==> src/rtl/varredor_teclado_pkg.sv <==
// Shared definitions for the keypad scanner: key codes, FSM states and the
// (row, column) to key-code lookup.
package pacote_teclado;

  localparam logic [3:0] TECLA_A    = 4'hA;
  localparam logic [3:0] TECLA_B    = 4'hB;
  localparam logic [3:0] TECLA_C    = 4'hC;
  localparam logic [3:0] TECLA_D    = 4'hD;
  localparam logic [3:0] TECLA_AST  = 4'hE;
  localparam logic [3:0] TECLA_CERQ = 4'hF;

  typedef enum logic [1:0] {
    VARRE,
    DEBOUNCE,
    EMITE,
    ESPERA_SOLTA
  } estado_teclado_t;

  // Layout: r0 = 1 2 3 A, r1 = 4 5 6 B, r2 = 7 8 9 C, r3 = * 0 # D.
  function automatic logic [3:0] codigo_tecla(input logic [1:0] linha,
                                              input logic [1:0] coluna);
    logic [3:0] codigo;
    case ({linha, coluna})
      4'h0:    codigo = 4'h1;
      4'h1:    codigo = 4'h2;
      4'h2:    codigo = 4'h3;
      4'h3:    codigo = TECLA_A;
      4'h4:    codigo = 4'h4;
      4'h5:    codigo = 4'h5;
      4'h6:    codigo = 4'h6;
      4'h7:    codigo = TECLA_B;
      4'h8:    codigo = 4'h7;
      4'h9:    codigo = 4'h8;
      4'hA:    codigo = 4'h9;
      4'hB:    codigo = TECLA_C;
      4'hC:    codigo = TECLA_AST;
      4'hD:    codigo = 4'h0;
      4'hE:    codigo = TECLA_CERQ;
      default: codigo = TECLA_D;
    endcase
    return codigo;
  endfunction

  function automatic logic [1:0] linha_mais_baixa(input logic [3:0] linhas);
    logic [1:0] idx;
    if (!linhas[0])      idx = 2'd0;
    else if (!linhas[1]) idx = 2'd1;
    else if (!linhas[2]) idx = 2'd2;
    else                 idx = 2'd3;
    return idx;
  endfunction

endpackage

==> src/rtl/varredor_teclado_sincronizador.sv <==
// Parameterized-width two-flop synchronizer for asynchronous level inputs.
module sincronizador #(
  parameter int unsigned         LARGURA     = 4,
  parameter logic [LARGURA-1:0]  VALOR_RESET = '1
) (
  input  logic               clk,
  input  logic               rst,
  input  logic [LARGURA-1:0] d,
  output logic [LARGURA-1:0] q
);

  logic [LARGURA-1:0] meta;

  always_ff @(posedge clk) begin
    if (rst) begin
      meta <= VALOR_RESET;
      q    <= VALOR_RESET;
    end else begin
      meta <= d;
      q    <= meta;
    end
  end

endmodule

==> src/rtl/varredor_teclado.sv <==
// 4x4 keypad scanner with debounce and valid/ready key-code output.
// Optional auto-repeat while a key is held: define TECLADO_REPETE_EN.
module varredor_teclado
  import pacote_teclado::*;
#(
  parameter int unsigned DIV_VARRE  = 1000,
  parameter int unsigned CICLOS_DEB = 20000,
  parameter int unsigned CICLOS_REP = 500000
) (
  input  logic       clk,
  input  logic       rst,
  input  logic [3:0] linhas,
  output logic [3:0] colunas,
  output logic [3:0] dado,
  output logic       dado_valido,
  input  logic       pronto
);

  localparam int unsigned W_DIV = $clog2(DIV_VARRE);
  localparam int unsigned W_DEB = $clog2(CICLOS_DEB + 1);
  localparam logic [W_DIV-1:0] DIV_ULT = W_DIV'(DIV_VARRE - 1);
  localparam logic [W_DEB-1:0] DEB_ULT = W_DEB'(CICLOS_DEB - 1);

  if (DIV_VARRE < 2 || CICLOS_DEB < 1 || CICLOS_REP < 1) begin : g_param_invalido
    $error("varredor_teclado: DIV_VARRE >= 2, CICLOS_DEB >= 1, CICLOS_REP >= 1");
  end

  estado_teclado_t  estado, estado_n;
  logic [3:0]       linhas_s;
  logic [1:0]       col_idx, col_n;
  logic [W_DIV-1:0] div_cnt, div_n;
  logic [W_DEB-1:0] deb_cnt, deb_n;
  logic [3:0]       lin_lat, lin_lat_n;
  logic [1:0]       lin_idx, lin_idx_n;
  logic [3:0]       dado_n;
  logic             valido_n;

`ifdef TECLADO_REPETE_EN
  localparam int unsigned W_REP = $clog2(CICLOS_REP + 1);
  localparam logic [W_REP-1:0] REP_ULT = W_REP'(CICLOS_REP - 1);
  logic [W_REP-1:0] rep_cnt, rep_n;
`endif

  sincronizador #(
    .LARGURA     (4),
    .VALOR_RESET (4'hF)
  ) u_sinc_linhas (
    .clk (clk),
    .rst (rst),
    .d   (linhas),
    .q   (linhas_s)
  );

  assign colunas = ~(4'b0001 << col_idx);

  always_ff @(posedge clk) begin
    if (rst) begin
      estado      <= VARRE;
      col_idx     <= '0;
      div_cnt     <= '0;
      deb_cnt     <= '0;
      lin_lat     <= '1;
      lin_idx     <= '0;
      dado        <= '0;
      dado_valido <= 1'b0;
    end else begin
      estado      <= estado_n;
      col_idx     <= col_n;
      div_cnt     <= div_n;
      deb_cnt     <= deb_n;
      lin_lat     <= lin_lat_n;
      lin_idx     <= lin_idx_n;
      dado        <= dado_n;
      dado_valido <= valido_n;
    end
  end

`ifdef TECLADO_REPETE_EN
  always_ff @(posedge clk) begin
    if (rst) rep_cnt <= '0;
    else     rep_cnt <= rep_n;
  end
`endif

  always_comb begin
    estado_n  = estado;
    col_n     = col_idx;
    div_n     = div_cnt;
    deb_n     = deb_cnt;
    lin_lat_n = lin_lat;
    lin_idx_n = lin_idx;
    dado_n    = dado;
    valido_n  = dado_valido;
`ifdef TECLADO_REPETE_EN
    rep_n     = rep_cnt;
`endif

    case (estado)
      VARRE: begin
        // Sampling only at the end of the dwell lets the synchronizer settle
        // on the rows belonging to the column currently driven.
        if (div_cnt == DIV_ULT) begin
          div_n = '0;
          if (linhas_s != 4'hF) begin
            lin_lat_n = linhas_s;
            lin_idx_n = linha_mais_baixa(linhas_s);
            deb_n     = '0;
            estado_n  = DEBOUNCE;
          end else begin
            col_n = col_idx + 2'd1;
          end
        end else begin
          div_n = div_cnt + W_DIV'(1);
        end
      end

      DEBOUNCE: begin
        if (linhas_s == lin_lat) begin
          if (deb_cnt == DEB_ULT) begin
            deb_n    = '0;
            dado_n   = codigo_tecla(lin_idx, col_idx);
            valido_n = 1'b1;
            estado_n = EMITE;
          end else begin
            deb_n = deb_cnt + W_DEB'(1);
          end
        end else begin
          deb_n    = '0;
          div_n    = '0;
          col_n    = col_idx + 2'd1;
          estado_n = VARRE;
        end
      end

      EMITE: begin
        if (pronto) begin
          valido_n = 1'b0;
          deb_n    = '0;
`ifdef TECLADO_REPETE_EN
          rep_n    = '0;
`endif
          estado_n = ESPERA_SOLTA;
        end
      end

      ESPERA_SOLTA: begin
        if (linhas_s == 4'hF) begin
          if (deb_cnt == DEB_ULT) begin
            deb_n    = '0;
            div_n    = '0;
            col_n    = '0;
            estado_n = VARRE;
          end else begin
            deb_n = deb_cnt + W_DEB'(1);
          end
        end else begin
          deb_n = '0;
        end
`ifdef TECLADO_REPETE_EN
        // lin_lat always has a low bit, so this never overlaps the release path.
        if (linhas_s == lin_lat) begin
          if (rep_cnt == REP_ULT) begin
            rep_n    = '0;
            valido_n = 1'b1;
            estado_n = EMITE;
          end else begin
            rep_n = rep_cnt + W_REP'(1);
          end
        end else begin
          rep_n = '0;
        end
`endif
      end

      default: estado_n = VARRE;
    endcase
  end

endmodule
==> config.mk <==
export PLATFORM = sky130hd
export DESIGN_NAME = varredor_teclado
export DESIGN_NICKNAME = d
export VERILOG_FILES = /design/src/rtl/varredor_teclado_pkg.sv /design/src/rtl/varredor_teclado_sincronizador.sv /design/src/rtl/varredor_teclado.sv
export SDC_FILE = /design/constraint.sdc
export NUM_CORES = 1
export LEC_CHECK = 0
export CAP_MARGIN = 5
export CORE_MARGIN = 2
export CORE_UTILIZATION = 30
export CTS_BUF_LIST = sky130_fd_sc_hd__clkbuf_8
export DETAILED_ROUTE_END_ITERATION = 8
export DONT_BUFFER_PORTS = 1
export PLACE_DENSITY = 0.41
export REMOVE_ABC_BUFFERS = 1
export SLEW_MARGIN = 20
export SYNTH_ARGS = -nofsm -noshare
export SYNTH_HDL_FRONTEND = slang
export SYNTH_SLANG_ARGS = --single-unit
==> constraint.sdc <==
create_clock -name clk -period 4.55 [get_ports clk]
set_input_delay 0.455 -clock clk [delete_from_list [all_inputs] [get_ports clk]]
set_output_delay 0.455 -clock clk [all_outputs]
set_load 0.005 [all_outputs]
==> metrics.txt, run 1 <==
Req. time, crit path=4.73 ns; IO Port Bufs=0; Reg2Reg Capture Point=deb_cnt[14]; fin. max-slew vios=0; worst-case clock buffer depth=2; Nets=293; min cycle time layout=2.56 ns; synth unique cells=54; status=complete, no violations; post-CTS setup buffer count=0; Leak Pwr=0.912 nW; Worst Tran Pin Value=0.762 ns; via density per instance=5.27; drt total wl=5490 µm; dpl hpwl=3860 µm; PD cells=291 nW/µm²; Worst Path Max Fanout=8; post-CTS sizing=0; placed cells=376; Clk Latency, worst-skew pair=0.31 ns; Starting Density=0.306; crit end category=flop; Layout area overhead=7.67%; crit path capture=deb_cnt[14]; most numerous cell in the Yosys netlist=dfxtp_1; setup slack, reg-to-reg=1.99 ns; Async SR Flop Fraction=0; slew margin rel.=0.490; Critical-path top delay cell=nor4_4; r2r worst-path depth=6; Worst-path clk slew=0.10 ns; Max stage delay on crit path=0.60 ns; average wire per standard cell=14.3 µm; Core Area=8090 µm²; syn avg cell area=8.73 µm²; FMAX=391 MHz; critical path startpoint category=flop; share of Yosys cell area claimed by the top area cell type=0.388; Hold Path Stages=1; Worst Skew=0.00639 ns; Num CTS Buffers=5; clock root buffer=clkbuf_8; Synth area leaders=dfxtp_1 (39%), ha_1 (4.0%), a21oi_1 (3.6%), o21ai_0 (3.4%), nand2_1 (3.3%); CP most frequent cell=nor2_1; first-pass GRT wire length=9260 µm; Syn Inst Count=284; synthesized area=2480 µm²; Seq/Total Area, Yosys=0.388; H-tree depth=2; CTS tree=done; Setup CP Type=flop to flop; min-delay src=rst; First DRT Iteration DRCs=71; Final WS setup=1.99 ns; Syn. warnings=0; r2r startpoint=div_cnt[0]; layout cells sized above 1=0.115; max_cap viols=0; post-route DRC violation count=0; initial antenna violation count=0; Post-synth top cells=dfxtp_1 (48), nand2_1 (22), nor2_1 (20); Place WS=1.96 ns; RePlAce Congestion=0.727; # fillers=890; critical path cell sequence=ha_1, nand4_1, nor4_4, nor2_1, nor2_1, nor2_1; row count=33; critical path depth=6; GR Util All Layers=0.131; Hold Vio Cnt, Final=0; Main synth FF type=dfxtp_1; die width=94.9 µm; Die H=94.9 µm; number of global-route vias before repair=1932; ANT nets after route=0; number of diodes=0; total grt overflow=0; IO Count=16; Finished Layout Cells=384; post-route setup TNS=0 ns; DIE AREA=9010 µm²; DR vias=2025; HP Class=input port to flop; Clock Sinks=48; final setup violation count=0; pin count of the biggest net entering global routing=37; final period utilization=0.562; CP Buf/Inv Count=0; Yosys reg bits=48; Post-synth EDFFs=0; First-pass DRT Iterations=4; Worst Setup SP=div_cnt[0]; CTS Hold Buffers Added=0; Synth area leader=dfxtp_1; VDD IR max=0.182 mV; CP top delay family=simple AND/OR/NAND/NOR gates; Arr. time, crit path=2.73 ns; unrepaired setup endpoints after global routing=no
## how the worst min path moves through the flow
stage | end | slack (ns)
2_1_floorplan | u_sinc_linhas.q[0] | 0.39
3_3_place_gp | u_sinc_linhas.q[3] | 0.39
3_5_place_dp | u_sinc_linhas.q[0] | 0.40
4_1_cts | lin_idx[1] | 0.19
5_1_grt | flop | 0.18
6_report | lin_idx[1] | 0.20
## state kept, by name, indices dropped and copies added, names as in the netlist, named ones only
signal,flops
u_sinc_linhas.q,4
dado_valido,1
col_idx,2
u_sinc_linhas.meta,4
lin_idx,2
div_cnt,10
deb_cnt,15
dado,4
estado,1
lin_lat,4
## power breakdown
part	internal (mW)	leakage [nW]	switching (mW)
Sequential	0.425	0.389	0.00484
Combinational	0.00971	0.468	0.0126
Clock	0.166	0.0548	0.159
Total	0.601	0.912	0.176
## kinds of logic after synthesis
kind of cell | count (synthesis) | synth area share
xor+xnor | 9 | 0.0318
simple gates | 114 | 0.263
flops | 48 | 0.388
fa+ha+maj | 8 | 0.0404
compound gates | 73 | 0.197
mux | 8 | 0.0384
buf+inv | 24 | 0.0409
## stage by stage
stage | utilization | hold WS [ns] | cell area [µm²] | power [mW]
after global placement | 0.316 | 0.393 | 2550 | 0.463
after detailed placement | 0.316 | 0.398 | 2550 | 0.462
after CTS | 0.330 | 0.189 | 2670 | 0.792
after global routing | 0.330 | 0.175 | 2670 | 0.815
final | 0.330 | 0.204 | 2670 | 0.777
after floorplan | - | 0.389 | 2410 | 0.456
## cell type report
class	count	area, µm²	area share
clock buffer	5	68.8	0.0258
clock inverter	3	46.3	0.0173
inverter	10	37.5	0.0141
multi-input combinational	212	1420	0.531
sequential	48	961	0.360
tap	105	131	0.0492
timing repair buffer	1	7.51	0.00281
## per-layer routing
| layer | up-vias | global-route usage | share of wire |
|---|---|---|---|
| met2 | 22 | 0.219 | 0.48 |
| met1 | 963 | 0.165 | 0.48 |
| met3 | 9 | 0.0287 | 0.027 |
| met5 | - | 0 | 0 |
| li1 | 1031 | - | - |
| met4 | 0 | 0.0471 | 0.018 |
## cells in the final DEF, fill, tap and decap left out, drive strengths merged, types with 7 or more instances in the layout
cell    instances
nor2           20
or2             9
a21oi          19
nand4           7
a31oi           8
nand3           7
ha              8
nand2          22
inv            11
o21ai          17
nor3            8
nand2b          9
dfxtp          48
No activity file was read; power rests on OpenSTA's default activity.
==> run 2, diff against run 1 <==
--- a/config.mk
+++ b/config.mk
@@ -11,7 +11,7 @@
 export CTS_BUF_LIST = sky130_fd_sc_hd__clkbuf_8
 export DETAILED_ROUTE_END_ITERATION = 8
 export DONT_BUFFER_PORTS = 1
-export PLACE_DENSITY = 0.41
+export PLACE_DENSITY = 0.42
 export REMOVE_ABC_BUFFERS = 1
 export SLEW_MARGIN = 20
 export SYNTH_ARGS = -nofsm -noshare
==> constraint.sdc (replaced) <==
create_clock -name clk -period 2.3 [get_ports clk]
set_input_delay 0.23 -clock clk [delete_from_list [all_inputs] [get_ports clk]]
set_output_delay 0.23 -clock clk [all_outputs]
set_load 0.005 [all_outputs]
==> metrics.txt, run 2 (synthesis results as in run 1) <==
post-placement cell area=2660 µm² (+4.1%); critical path startpoint category=flop; pin count of the biggest net entering global routing=20 (-46%); Arr. time, crit path=2.36 ns (-0.37 ns); Clk Latency, worst-skew pair=0.30 ns (about the same); Top Registers=deb_cnt: 15 flops, div_cnt: 10 flops; DIE AREA=9010 µm² (unchanged); IO Count=16 (unchanged); post-route DRC violation count=0 (unchanged); Layout area overhead=12.9%; final setup violation count=0 (unchanged); Critical-path top delay cell=nor4_4; dpl hpwl=4120 µm (+6.6%); fin. max-slew vios=0 (unchanged); average wire per standard cell=15.0 µm (+4.6%); unrepaired setup endpoints after global routing=no; Num CTS Buffers=5 (unchanged); final period utilization=0.923 (+0.361); CTS tree=done; Starting Density=0.306 (unchanged); PD cells=511 nW/µm² (+75%); commonest non-fill, non-tap cell in the layout=dfxtp_1; VDD IR max=0.196 mV (+7.4%); Biggest register=deb_cnt; initial antenna violation count=0 (unchanged); layout cells sized above 1=0.172 (+0.0576); Worst Path Max Fanout=7 (-1); status=complete, no violations; First-pass DRT Iterations=4 (unchanged); HP Class=input port to flop; Max stage delay on crit path=0.43 ns (-0.17 ns); number of global-route vias before repair=2047 (+6.0%); IO Port Bufs=0 (unchanged); Leak Pwr=1.00 nW (+9.6%); post-route setup TNS=0 ns (unchanged); ANT nets after route=0 (unchanged); finished layout cell area=2800 µm² (+4.9%); min cycle time layout=2.12 ns (-0.433 ns); critical path cell sequence=ha_2, nand4_1, nor4_4, buf_4, o21ai_0, or3_1, o211ai_1; Worst Skew=0.0103 ns (+0.00395 ns); Nets=310 (+5.8%); first-pass GRT wire length=10200 µm (+10%); number of diodes=0 (unchanged); FMAX=471 MHz (+20%); crit end category=flop; Die H=94.9 µm (unchanged); Clock Sinks=48 (unchanged); DR vias=2107 (+4.0%); Worst-path clk slew=0.09 ns (about the same); # fillers=870 (-2.2%); commonest cells after routing, fill and taps aside=dfxtp_1 (47), nand2_1 (22), nor2_1 (19); die width=94.9 µm (unchanged); Core Area=8090 µm² (unchanged); GR Util All Layers=0.144 (+0.0133); Setup CP Type=flop to flop; total grt overflow=0 (unchanged); row count=33 (unchanged); Worst Tran Pin Value=0.775 ns (+0.0129 ns); drt total wl=6000 µm (+9.2%); Req. time, crit path=2.54 ns (-2.19 ns); via density per instance=5.25 (-0.36%); max_cap viols=0 (unchanged); Hold Vio Cnt, Final=0 (unchanged); clock root buffer=clkbuf_8; worst-case clock buffer depth=2 (unchanged); H-tree depth=2 (unchanged); slew margin rel.=0.482 (-0.00844); RePlAce Congestion=0.773 (+6.3%); Overall Power=1.43 mW (+84%); First DRT Iteration DRCs=120 (+69%); Largest register FFs=15 (unchanged); Layout Utilization=0.346 (+0.0161)
==> run 2: repair_timing <==
action	in CTS	in global routing
hold buffers	1	0
endpoints found under the setup margin	0	12
resized for setup	0	5
setup buffers	0	2
hold endpoints to repair	18	0
==> run 2: per-layer routing <==
metal  wire, µm  global-route usage
met5          0                   0
met4         80              0.0435
met3        161              0.0247
met2       2690               0.225
met1       3060               0.203
==> run 2: worst paths after layout <==
path | cells past startpoint | slack (ns) | startpoint | end
setup / recovery | 7 | 0.18 | div_cnt[1] | deb_cnt[6]
hold / removal | 1 | 0.03 | rst | lin_lat[1]
setup reg to reg | 7 | 0.18 | div_cnt[1] | deb_cnt[6]
hold reg to reg | 1 | 0.41 | u_sinc_linhas.meta[2] | u_sinc_linhas.q[2]
==> run 2: power by group <==
group | total (mW) | leakage [nW] | switching (mW) | internal (mW)
logic | 0.0551 | 0.557 | 0.0309 | 0.0242
clock network | 0.522 | 0.0538 | 0.285 | 0.237
registers | 0.852 | 0.389 | 0.00994 | 0.842
total | 1.43 | 1.00 | 0.326 | 1.10
==> run 2: final cells by class <==
| class | count | area [µm²] | area share |
|---|---|---|---|
| repair buffers | 18 | 150 | 0.0536 |
| clock inverters | 2 | 7.51 | 0.00268 |
| multi-input cells | 212 | 1430 | 0.510 |
| well taps | 105 | 131 | 0.0469 |
| flip-flops and latches | 48 | 962 | 0.344 |
| clock buffers | 6 | 82.6 | 0.0295 |
| inverters | 10 | 37.5 | 0.0134 |
==> run 2: per-stage QoR <==
stage	hold slack (ns)	setup slack (ns)	cells
2_1_floorplan	0.299	-0.0842	270
3_3_place_gp	0.307	0.178	390
3_5_place_dp	0.307	0.144	390
4_1_cts	0.0164	0.116	399
5_1_grt	0.0123	0.00500	401
6_report	0.0255	0.176	401
==> run 2: worst max-delay path: cells and delay by family (launching register included) <==
kind,cells,cell delay [ns]
simple gates,3,0.99
flops,1,0.37
compound gates,2,0.25
fa+ha+maj,1,0.22
buf+inv,1,0.22
==> run 3, diff against run 2 <==
--- a/config.mk
+++ b/config.mk
@@ -11,7 +11,7 @@
 export CTS_BUF_LIST = sky130_fd_sc_hd__clkbuf_8
 export DETAILED_ROUTE_END_ITERATION = 8
 export DONT_BUFFER_PORTS = 1
-export PLACE_DENSITY = 0.42
+export GPL_ROUTABILITY_DRIVEN = 1
 export REMOVE_ABC_BUFFERS = 1
 export SLEW_MARGIN = 20
 export SYNTH_ARGS = -nofsm -noshare
==> metrics.txt, run 3 (synthesis results as in run 1) <==
post-route setup TNS=0 ns (unchanged); clock root buffer=clkbuf_8; Nets=308 (-0.65%); row count=33 (unchanged); Worst Path Max Fanout=9 (+2); unrepaired setup endpoints after global routing=no; DR vias=2045 (-2.9%); VDD IR max=0.378 mV (+93%); commonest cells after routing, fill and taps aside=dfxtp_1 (48), nand2_1 (22), nor2_1 (20); Clk Latency, worst-skew pair=0.30 ns (about the same); final period utilization=0.951 (+0.0276); crit end category=flop; First-pass DRT Iterations=4 (unchanged); Biggest register=deb_cnt; Overall Power=1.53 mW (+6.9%); FMAX=457 MHz (-2.9%); IO Port Bufs=0 (unchanged); total grt overflow=0 (unchanged); placed cells=389 (-0.26%); Clock Sinks=48 (unchanged); number of global-route vias before repair=1879 (-8.2%); Starting Density=0.306 (unchanged); CTS tree=done; PD cells=548 nW/µm² (+7.3%); ANT nets after route=0 (unchanged); Hold Worst Slack=0.0167 ns (-0.00886 ns); number of diodes=0 (unchanged); worst-case clock buffer depth=2 (unchanged); Worst-path clk slew=0.10 ns (about the same); status=complete, no violations; first-pass GRT wire length=8890 µm (-13%); critical path startpoint category=flop; RePlAce Congestion=0.784 (+1.5%); Finished Layout Cells=399 (-0.50%); First DRT Iteration DRCs=129 (+7.5%); Leak Pwr=0.988 nW (-1.2%); finished layout cell area=2790 µm² (-0.45%); Largest register FFs=15 (unchanged); via density per instance=5.13 (-2.5%); Worst Tran Pin Value=0.732 ns (-0.0426 ns); fin. max-slew vios=0 (unchanged); Final WS setup=0.113 ns (-0.0636 ns); Place WS=0.145 ns (+0.000910 ns); GR Util All Layers=0.123 (-0.0215); dpl hpwl=3660 µm (-11%); Core Area=8090 µm² (unchanged); Hold Vio Cnt, Final=0 (unchanged); Layout Utilization=0.344 (-0.00155); H-tree depth=2 (unchanged); DIE AREA=9010 µm² (unchanged); commonest non-fill, non-tap cell in the layout=dfxtp_1; Arr. time, crit path=2.42 ns (+0.06 ns); Layout area overhead=12.4%; Req. time, crit path=2.54 ns (about the same); layout cells sized above 1=0.153 (-0.0192); slew margin rel.=0.510 (+0.0285); Num CTS Buffers=5 (unchanged); HP Class=input port to flop; die width=94.9 µm (unchanged); post-route DRC violation count=0 (unchanged); initial antenna violation count=0 (unchanged); post-placement cell area=2650 µm² (-0.28%); min cycle time layout=2.19 ns (+0.0636 ns); Top Registers=deb_cnt: 15 flops, div_cnt: 10 flops; # fillers=870 (unchanged); Worst Skew=0.0104 ns (+0.0000168 ns); post-CTS setup buffer count=0 (unchanged); average wire per standard cell=13.1 µm (-12%); drt total wl=5230 µm (-13%); Die H=94.9 µm (unchanged); pin count of the biggest net entering global routing=21 (+5.0%); IO Count=16 (unchanged); Setup CP Type=flop to flop; max_cap viols=0 (unchanged); final setup violation count=0 (unchanged)
run 3: area by class of cell:
cell class                      instances  area (µm²)  share of cell area
Clock buffer                            5        68.8              0.0247
Clock inverter                          3        46.3              0.0166
Inverter                               10        37.5              0.0135
Multi-Input combinational cell        212        1420               0.508
Sequential cell                        48         961               0.345
Tap cell                              105         131              0.0471
Timing Repair Buffer                   16         125              0.0449
run 3: per-layer routing:
metal | global-route usage | vias up | share of wire
met5 | 0 | - | 0
met3 | 0.0327 | 2 | 0.033
met2 | 0.190 | 29 | 0.45
met4 | 0.0290 | 0 | 0.0040
met1 | 0.169 | 952 | 0.52
li1 | - | 1062 | -
run 3: path summary, 6_finish.rpt:
kind	slack [ns]	endpoint	depth (start not counted)	start
worst min register to register	0.42	u_sinc_linhas.q[3]	1	u_sinc_linhas.meta[3]
worst max-delay path	0.11	deb_cnt[13]	5	div_cnt[4]
worst max register to register	0.11	deb_cnt[13]	5	div_cnt[4]
worst min-delay path	0.02	lin_lat[0]	1	rst
run 3: worst max-delay path: stages (launching register included):
cell and delay (ns):
dfxtp_1 0.40, or4b_4 0.54, nor4_4 0.36, o211ai_4 0.14, or4_4 0.53, a21oi_2 0.14
run 3: power by group:
part,total (mW),switching (mW),internal (mW)
sequential,0.851,0.00983,0.841
combinational,0.0521,0.0294,0.0226
clock,0.624,0.296,0.328
run 3: what timing repair did:
action / CTS / global route
endpoints found under the hold margin: 17 / 1
setup endpoints to repair: 0 / 1
resized for setup: 0 / 0
hold buffers: 1 / 1
